`src/rtl/booth_product_accumulator_if.sv`:
```
// Handshake bundle between a product source, the accumulator and a result consumer.
// Latency: none; this is wiring only.
// Backpressure: in_valid/in_ready on the product side and out_valid/out_ready on the result side.
// Ports: in_valid, in_prod, in_last and out_ready come from the master. in_ready, out_valid,
//        out_acc, out_terms and out_ovf come from the slave (the accumulator).
interface booth_product_accumulator_if #(
    parameter int PROD_W = 8,
    parameter int ACC_W  = 16
);
    logic              in_valid;
    logic              in_ready;
    logic [PROD_W-1:0] in_prod;
    logic              in_last;
    logic              out_valid;
    logic              out_ready;
    logic [ACC_W-1:0]  out_acc;
    logic [7:0]        out_terms;
    logic              out_ovf;

    modport master (
        output in_valid, in_prod, in_last, out_ready,
        input  in_ready, out_valid, out_acc, out_terms, out_ovf
    );

    modport slave (
        input  in_valid, in_prod, in_last, out_ready,
        output in_ready, out_valid, out_acc, out_terms, out_ovf
    );
endinterface

```
`src/rtl/booth_product_accumulator.sv`:
```
// Sums a burst of signed Booth products into one wide signed result with term count and sticky overflow.
// Latency: 1 clk from the closing accept to out_valid.
// Backpressure: a held result stalls input unless it drains in the same cycle; bursts may idle indefinitely.
// Ports: clk, rst_n (synchronous, active low), and bus (slave modport of booth_product_accumulator_if).
// Build option ACC_SATURATE_EN: overflowing partial sums clamp to the ACC_W signed limits instead of wrapping.
module booth_product_accumulator #(
    parameter int PROD_W = 8,
    parameter int ACC_W  = 16,
    parameter int TERMS  = 4
) (
    input  logic                         clk,
    input  logic                         rst_n,
    booth_product_accumulator_if.slave   bus
);
    typedef enum logic {ACCUM = 1'b0, HOLD = 1'b1} state_t;

    localparam logic [7:0] TERMS_B = 8'(TERMS);

    state_t           state_q, state_d;
    logic [ACC_W-1:0] acc_q, acc_d;
    logic [7:0]       count_q, count_d;
    logic             ovf_q, ovf_d;
    logic [ACC_W-1:0] res_acc_q, res_acc_d;
    logic [7:0]       res_terms_q, res_terms_d;
    logic             res_ovf_q, res_ovf_d;

    logic             accept;
    logic             drain;
    logic             close;
    logic [ACC_W:0]   sum;
    logic             sum_ovf;
    logic [ACC_W-1:0] sum_sel;
    logic [7:0]       count_inc;

    assign bus.in_ready  = (state_q == ACCUM) || bus.out_ready;
    assign bus.out_valid = (state_q == HOLD);
    assign bus.out_acc   = res_acc_q;
    assign bus.out_terms = res_terms_q;
    assign bus.out_ovf   = res_ovf_q;

    assign accept    = bus.in_valid && bus.in_ready;
    assign drain     = bus.out_valid && bus.out_ready;
    assign count_inc = count_q + 8'd1;
    assign close     = bus.in_last || (count_inc == TERMS_B);

    // One guard bit: the two top bits disagree exactly when the true sum left the ACC_W range.
    assign sum     = {acc_q[ACC_W-1], acc_q}
                   + {{(ACC_W + 1 - PROD_W){bus.in_prod[PROD_W-1]}}, bus.in_prod};
    assign sum_ovf = sum[ACC_W] ^ sum[ACC_W-1];

`ifdef ACC_SATURATE_EN
    // The guard bit carries the true sign, so it picks which limit to clamp to.
    always_comb begin
        sum_sel = sum[ACC_W-1:0];
        if (sum_ovf) begin
            sum_sel = sum[ACC_W] ? {1'b1, {(ACC_W-1){1'b0}}} : {1'b0, {(ACC_W-1){1'b1}}};
        end
    end
`else
    assign sum_sel = sum[ACC_W-1:0];
`endif

    always_comb begin
        state_d     = state_q;
        acc_d       = acc_q;
        count_d     = count_q;
        ovf_d       = ovf_q;
        res_acc_d   = res_acc_q;
        res_terms_d = res_terms_q;
        res_ovf_d   = res_ovf_q;

        // A held result retires first; a beat accepted in the same cycle then starts from the
        // cleared accumulator (acc/count/ovf are zeroed whenever a burst closes).
        if (drain) begin
            state_d = ACCUM;
        end

        if (accept) begin
            if (close) begin
                state_d     = HOLD;
                res_acc_d   = sum_sel;
                res_terms_d = count_inc;
                res_ovf_d   = ovf_q | sum_ovf;
                acc_d       = '0;
                count_d     = '0;
                ovf_d       = 1'b0;
            end else begin
                acc_d   = sum_sel;
                count_d = count_inc;
                ovf_d   = ovf_q | sum_ovf;
            end
        end
    end

    always_ff @(posedge clk) begin
        if (!rst_n) begin
            state_q     <= ACCUM;
            acc_q       <= '0;
            count_q     <= '0;
            ovf_q       <= 1'b0;
            res_acc_q   <= '0;
            res_terms_q <= '0;
            res_ovf_q   <= 1'b0;
        end else begin
            state_q     <= state_d;
            acc_q       <= acc_d;
            count_q     <= count_d;
            ovf_q       <= ovf_d;
            res_acc_q   <= res_acc_d;
            res_terms_q <= res_terms_d;
            res_ovf_q   <= res_ovf_d;
        end
    end
endmodule

```
`src/flat_wrapper.sv`:
```
// flat-port wrapper written by rule: the top's interface ports become plain ports
module booth_product_accumulator_flat 
#(
    parameter int PROD_W = 8,
    parameter int ACC_W  = 16,
    parameter int TERMS  = 4
)
  (clk, rst_n, bus_in_valid, bus_in_prod, bus_in_last, bus_out_ready, bus_in_ready, bus_out_valid, bus_out_acc, bus_out_terms, bus_out_ovf);
  booth_product_accumulator_if #(.PROD_W(PROD_W), .ACC_W(ACC_W)) bus_i ();
  input  logic clk;
  input  logic rst_n;
  input wire logic [$bits(bus_i.in_valid)-1:0] bus_in_valid;
  input wire logic [$bits(bus_i.in_prod)-1:0] bus_in_prod;
  input wire logic [$bits(bus_i.in_last)-1:0] bus_in_last;
  input wire logic [$bits(bus_i.out_ready)-1:0] bus_out_ready;
  output wire logic [$bits(bus_i.in_ready)-1:0] bus_in_ready;
  output wire logic [$bits(bus_i.out_valid)-1:0] bus_out_valid;
  output wire logic [$bits(bus_i.out_acc)-1:0] bus_out_acc;
  output wire logic [$bits(bus_i.out_terms)-1:0] bus_out_terms;
  output wire logic [$bits(bus_i.out_ovf)-1:0] bus_out_ovf;
  assign bus_i.in_valid = bus_in_valid;
  assign bus_i.in_prod = bus_in_prod;
  assign bus_i.in_last = bus_in_last;
  assign bus_i.out_ready = bus_out_ready;
  assign bus_in_ready = bus_i.in_ready;
  assign bus_out_valid = bus_i.out_valid;
  assign bus_out_acc = bus_i.out_acc;
  assign bus_out_terms = bus_i.out_terms;
  assign bus_out_ovf = bus_i.out_ovf;
  booth_product_accumulator #(.PROD_W(PROD_W), .ACC_W(ACC_W), .TERMS(TERMS)) u_core (.clk(clk), .rst_n(rst_n), .bus(bus_i));
endmodule
```
`config.mk`:
```
export PLATFORM = sky130hd
export DESIGN_NAME = booth_product_accumulator_flat
export DESIGN_NICKNAME = d
export VERILOG_FILES = /design/src/rtl/booth_product_accumulator_if.sv /design/src/rtl/booth_product_accumulator.sv /design/src/flat_wrapper.sv
export SDC_FILE = /design/constraint.sdc
export NUM_CORES = 1
export LEC_CHECK = 0
export ABC_AREA = 0
export BUFFER_PORTS_ARGS = -buffer_cell sky130_fd_sc_hd__buf_4
export CORE_UTILIZATION = 40
export DETAILED_ROUTE_END_ITERATION = 7
export PLACE_DENSITY = 0.6
export SLEW_MARGIN = 20
export SYNTH_ARGS = -nofsm -noshare
export SYNTH_HDL_FRONTEND = slang
export SYNTH_SLANG_ARGS = --single-unit
```
`constraint.sdc`:
```
create_clock -name clk -period 5.4 [get_ports clk]
set_clock_uncertainty 0.1 [all_clocks]
set_input_delay 1.35 -clock clk [delete_from_list [all_inputs] [get_ports clk]]
set_output_delay 1.35 -clock clk [all_outputs]
set_load 0.01 [all_outputs]
```
Yosys cells after proc, flatten, opt, wreduce, memory -nomap -nowiden
Cells that the tools add are included.
- add/sub/neg operators: 2
- equal/unequal tests: 1
- muxes and demuxes: 6
- bitwise gates (word level): 3
- reductions and logical operators: 5
- operators by type and width (kind ; number):
    $add 16x8->17 ; 1
    $mux 16 ; 1
    $add 8x1->8 const B ; 1
    $eq 8x3->1 const B ; 1
    $mux 8 ; 1
    $mux 1 ; 4
    $logic_and 1x1->1 ; 2
    $logic_or 1x1->1 ; 2
    $reduce_and 2->1 ; 1
    $not 1->1 ; 1
    $or 1x1->1 ; 1
    $xor 1x1->1 ; 1
- flip-flop bits (word level): 51
- input port bits: 13
- output and inout bits: 27
- logic and storage cells: 24

Depth between registers and ports, before layout
- word-level depth: 5
- gate-level depth with buffers: 10
- gate-level depth less buffers: 9

Worst setup path before layout
Ideal clock, no wire load.
- path kind: input port to flip-flop
- start point: in bus_in_prod[0]
- end point: reg u_core.ovf_q
- setup time: 0.123 ns
- arrival time: 3.144 ns
- data required time: 5.177 ns
- path slack: 2.034 ns
- cell stages on the path: 9
- path buffers: 0
- path through: ha_1 fa_1 a21oi_1 o21ai_0 a21oi_1 o21ai_0 a221oi_1 xnor2_1 o21ai_0
- longest elaborated chain between the ends: 4
- RTL lines (item ; RTL line ; RTL):
    start: declaration ; flat_wrapper.sv:13 ; input wire logic [$bits(bus_i.in_prod)-1:0] bus_in_prod;
    $add 16x8->17 ; booth_product_accumulator.sv:48 ; + {{(ACC_W + 1 - PROD_W){bus.in_prod[PROD_W-1]}}, bus.in_prod};
    $xor 1x1->1 ; booth_product_accumulator.sv:49 ; assign sum_ovf = sum[ACC_W] ^ sum[ACC_W-1];
    $or 1x1->1 ; booth_product_accumulator.sv:90 ; ovf_d = ovf_q | sum_ovf;
    $mux 1 ; booth_product_accumulator.sv:79 ; if (close) begin
    end signal: assignment ; booth_product_accumulator.sv:108 ; ovf_q <= ovf_d;
    end: declaration ; booth_product_accumulator.sv:22 ; logic ovf_q, ovf_d;
Every way passes these cells.
A chain may end at the register's enable or synchronous reset.

Worst setup path after layout
- start point: in bus_in_prod[0]
- end point: reg u_core.res_ovf_q (netlist: u_core.bus.out_ovf)
- longest elaborated chain between the ends: 3
- RTL lines (item ; RTL line ; RTL):
    $add 16x8->17 ; booth_product_accumulator.sv:48 ;
    $xor 1x1->1 ; booth_product_accumulator.sv:49 ;
    $or 1x1->1 ; booth_product_accumulator.sv:83 ; res_ovf_d = ovf_q | sum_ovf;
    end signal: assignment ; booth_product_accumulator.sv:111 ; res_ovf_q <= res_ovf_d;
    end: declaration ; booth_product_accumulator.sv:25 ; logic res_ovf_q, res_ovf_d;
Every way passes these cells.

==> summary.md <==
| Metric | Value |
|---|---|
| Mapped Area | `~2700 um^2` |
| P_int | `about 0.61 mW` |
| Core area | `6495 um^2` |
| Hold Fails Final Rpt | `0` |
| DRT iter0 DRCs | `between 100 and 150` |
| Syn_area_per_cell | `roughly 8.2 um^2` |
| Ant diodes | `0` |
| Gate power share | `20.9%` |
| DR WL/cell | `14.05 um` |
| Vert. Die Dim | `between 80 and 90 um` |
| Top achievable clock speed | `292.7 MHz` |
| Total setup buffers inserted after CTS | `0` |
| CTS HTree Levels | `2` |
| Number of synthesized flops with an enable pin | `0` |
| Vias in the first global route | `2369` |
| DP HPWL | `4.338 mm` |
| Design area | `3173 um^2` |
| Setup Crit Path Kind | `input port to flip-flop` |
| Power Density | `between 200 and 300 nW/um^2` |
| Net load switching power | `0.2461 mW` |
| Worst-Margin Slew | `1.043 ns` |
| Post-route ant nets | `0` |
| Placed Area | `3067 um^2` |
| Clk sinks | `slightly above 50` |
| Yosys reg bits | `51` |
| Syn-to-layout area delta | `15.80%` |
| Cts repair resizes | `0` |
| Total GRT Usage | `a little under a fifth` |
| Sum of routed wire segments on met1 | `3.092 mm` |
| VDD IR max | `about 0.11 mV` |
| Mapped Cells | `~340` |
| Max Cap Viol | `0` |
| Distinct cells, synth | `45` |
| # port buffers | `39` |
| Clock root buffer master | `clkbuf_8` |
| Skew-Pair Late Insertion Delay | `just over 0.3 ns` |
| Pleak | `1.290 nW` |
| Sequential area share after synthesis | `a little under two fifths` |
| Type of origin of the critical path | `input port` |
| Critical Path RT | `5.50 ns` |
| Drt drc | `1` |
| Num CTS Buffers | `5` |
| First-pass iteration count of the detailed router | `7` |
| FP Rows | `29` |
| Setup TNS | `0 ns` |
| Overflow left after global routing | `0` |
| WL final | `6.236 mm` |
| Async SR Flop Fraction | `0%` |
| Largest net degree at the start of global routing | `41` |
| Crit path max fanout | `4` |
| Initial antenna violation count | `0` |
| Setup slack at placement | `1.682 ns` |
| Status | `complete, but fails checks` |
| Hold WS | `0.3610 ns` |
| Final setup viols | `0` |
| Final min period | `about 3.4 ns` |
| Unrepaired setup endpoints after global routing | `no` |
| Fin worst setup slack | `1.984 ns` |
| Layout cells sized above 1 | `17.71%` |
| Synth Flop Type | `dfxtp_1` |
| Met3 WL | `221 um` |
| First-pass GRT wire length | `10.83 mm` |
| Clk buf depth | `2` |
| I/O Pins | `40` |
| Fill count | `643` |
| Worst reg2reg setup slack | `2.66 ns` |
| Gp weighted congestion | `between 0.7 and 0.8` |
| Critical path arrival | `3.51 ns` |
| CTS Hold Buffers Added | `0` |
| DIE AREA | `7185 um^2` |
| Final #Nets | `398` |
| CTS tree | `done` |
| Ys Warns | `0` |
| Worst Setup End Kind | `flip-flop` |
| DR vias/cell | `roughly 5.5` |
| Share of power burned in registers | `47.9%` |
| Synthesized net count | `366` |
| Worst-path clk slew | `0.10 ns` |
| Slew Limit Fails | `0` |
| Top routing layer used | `met4` |
| Failing checks | `design-rule violations` |
| Vias after detailed routing | `2421` |
| Initial Util | `42.19%` |
| Total power | `0.8531 mW` |
| Tcrit/Tclk final | `63.26%` |
| Worst hold path type | `flip-flop to flip-flop` |
| Clk pwr share | `31.1%` |
| WL met2 | `2.856 mm` |
| Normalized max-slew margin | `roughly 30%` |
| Switching portion of total power | `between 20% and 30%` |
| Width of the die | `84.77 um` |
-- path summary, 6_finish.rpt --
kind                           from                      end  depth (start not counted)
min          u_core.bus.out_acc[13]   u_core.bus.out_acc[13]                          2
max reg2reg       u_core.count_q[4]  u_core.bus.out_terms[6]                          7
max                  bus_in_prod[0]       u_core.bus.out_ovf                         10
min reg2reg  u_core.bus.out_acc[13]   u_core.bus.out_acc[13]                          2
-- per-stage QoR --
step / instances / utilization, %
floorplan: 335 / -
detailed placement: 437 / 47.22
global route: 444 / 48.85
global placement: 437 / 47.22
finish: 444 / 48.85
CTS: 444 / 48.85
-- synthesized netlist by cell type, types with 3 or more instances --
cell | instances | area [um^2]
and3_1 | 6 | 37.54
a211oi_2 | 4 | 50.05
xnor2_1 | 11 | 96.34
o211ai_1 | 3 | 22.52
clkbuf_1 | 12 | 45.04
nand2_1 | 43 | 161.4
a22oi_1 | 10 | 75.07
a21oi_1 | 33 | 165.2
nor2_1 | 35 | 131.4
nand3_1 | 20 | 100.1
nor3_1 | 6 | 30.03
ha_1 | 17 | 212.7
and2_1 | 4 | 25.02
a21o_1 | 4 | 30.03
o21ai_0 | 19 | 95.09
nor2b_1 | 3 | 18.77
inv_1 | 4 | 15.01
a21oi_2 | 5 | 43.79
nand2_2 | 4 | 25.02
xor2_1 | 9 | 78.83
a31oi_1 | 5 | 31.28
dfxtp_1 | 51 | 1021
-- power by group through the flow --
stage	Combinational, mW	Clock [mW]	Sequential (mW)
CTS	0.180	0.272	0.409
detailed placement	0.179	0	0.418
finish	0.178	0.266	0.409
floorplan	0.119	0	0.422
global placement	0.179	0	0.417
global route	0.203	0.283	0.412
-- cell families (layout without fill, tap and decap cells) --
kind of cell,after synthesis,after routing,share of synthesized area [%]
compound gates,96,96,22.56
xor+xnor,20,20,6.393
flops,51,51,37.26
simple gates,129,129,21.37
mux,1,1,0.3653
buf+inv,20,52,3.561
fa+ha+maj,18,18,8.493
-- state kept, by name, indices dropped and copies added, names as in the netlist --
signal                cells
u_core.bus.out_terms      8
u_core.ovf_q              1
u_core.count_q            8
u_core.acc_q             16
u_core.bus.out_acc       16
u_core.bus.out_ovf        1
u_core.bus.out_valid      1
-- worst max-delay path, stage by stage --
cell and delay, ns:
buf_4 0.11, ha_1 0.21, fa_1 0.43, a21oi_1 0.19, o21ai_0 0.11, a21oi_1 0.24, o21ai_0 0.22, a221oi_1 0.36
xnor2_1 0.18, a21oi_1 0.10
-- final cells by class --
class                   instances  area [um^2]  area share (%)
flip-flops and latches         51         1021           32.18
multi-input cells             264         1627           51.26
well taps                      77        96.34           3.036
clock inverters                 2        37.54           1.183
clock buffers                   5        68.82           2.169
inverters                       4        15.01          0.4732
repair buffers                 41        307.8           9.700
-- layer usage --
metal,vias to the layer above,track usage (%)
met2,41,32.00
met3,5,2.360
met4,0,6.471
li1,1259,-
met5,-,0
met1,1116,24.26
-- cells in the final DEF (no fill, tap or decap), drive strengths merged, types with 3 or more instances in the layout --
master  count
nand2      47
buf        41
a211oi      5
dfxtp      51
and3        6
xnor2      11
inv         4
a21o        4
o21ai      20
clkbuf      5
xor2        9
nor2b       3
and2        4
o211ai      3
a22oi      10
nand3      20
a21oi      38
nor2       37
ha         17
a31oi       5
nor3        6
Power figures use the tool's default switching activity.
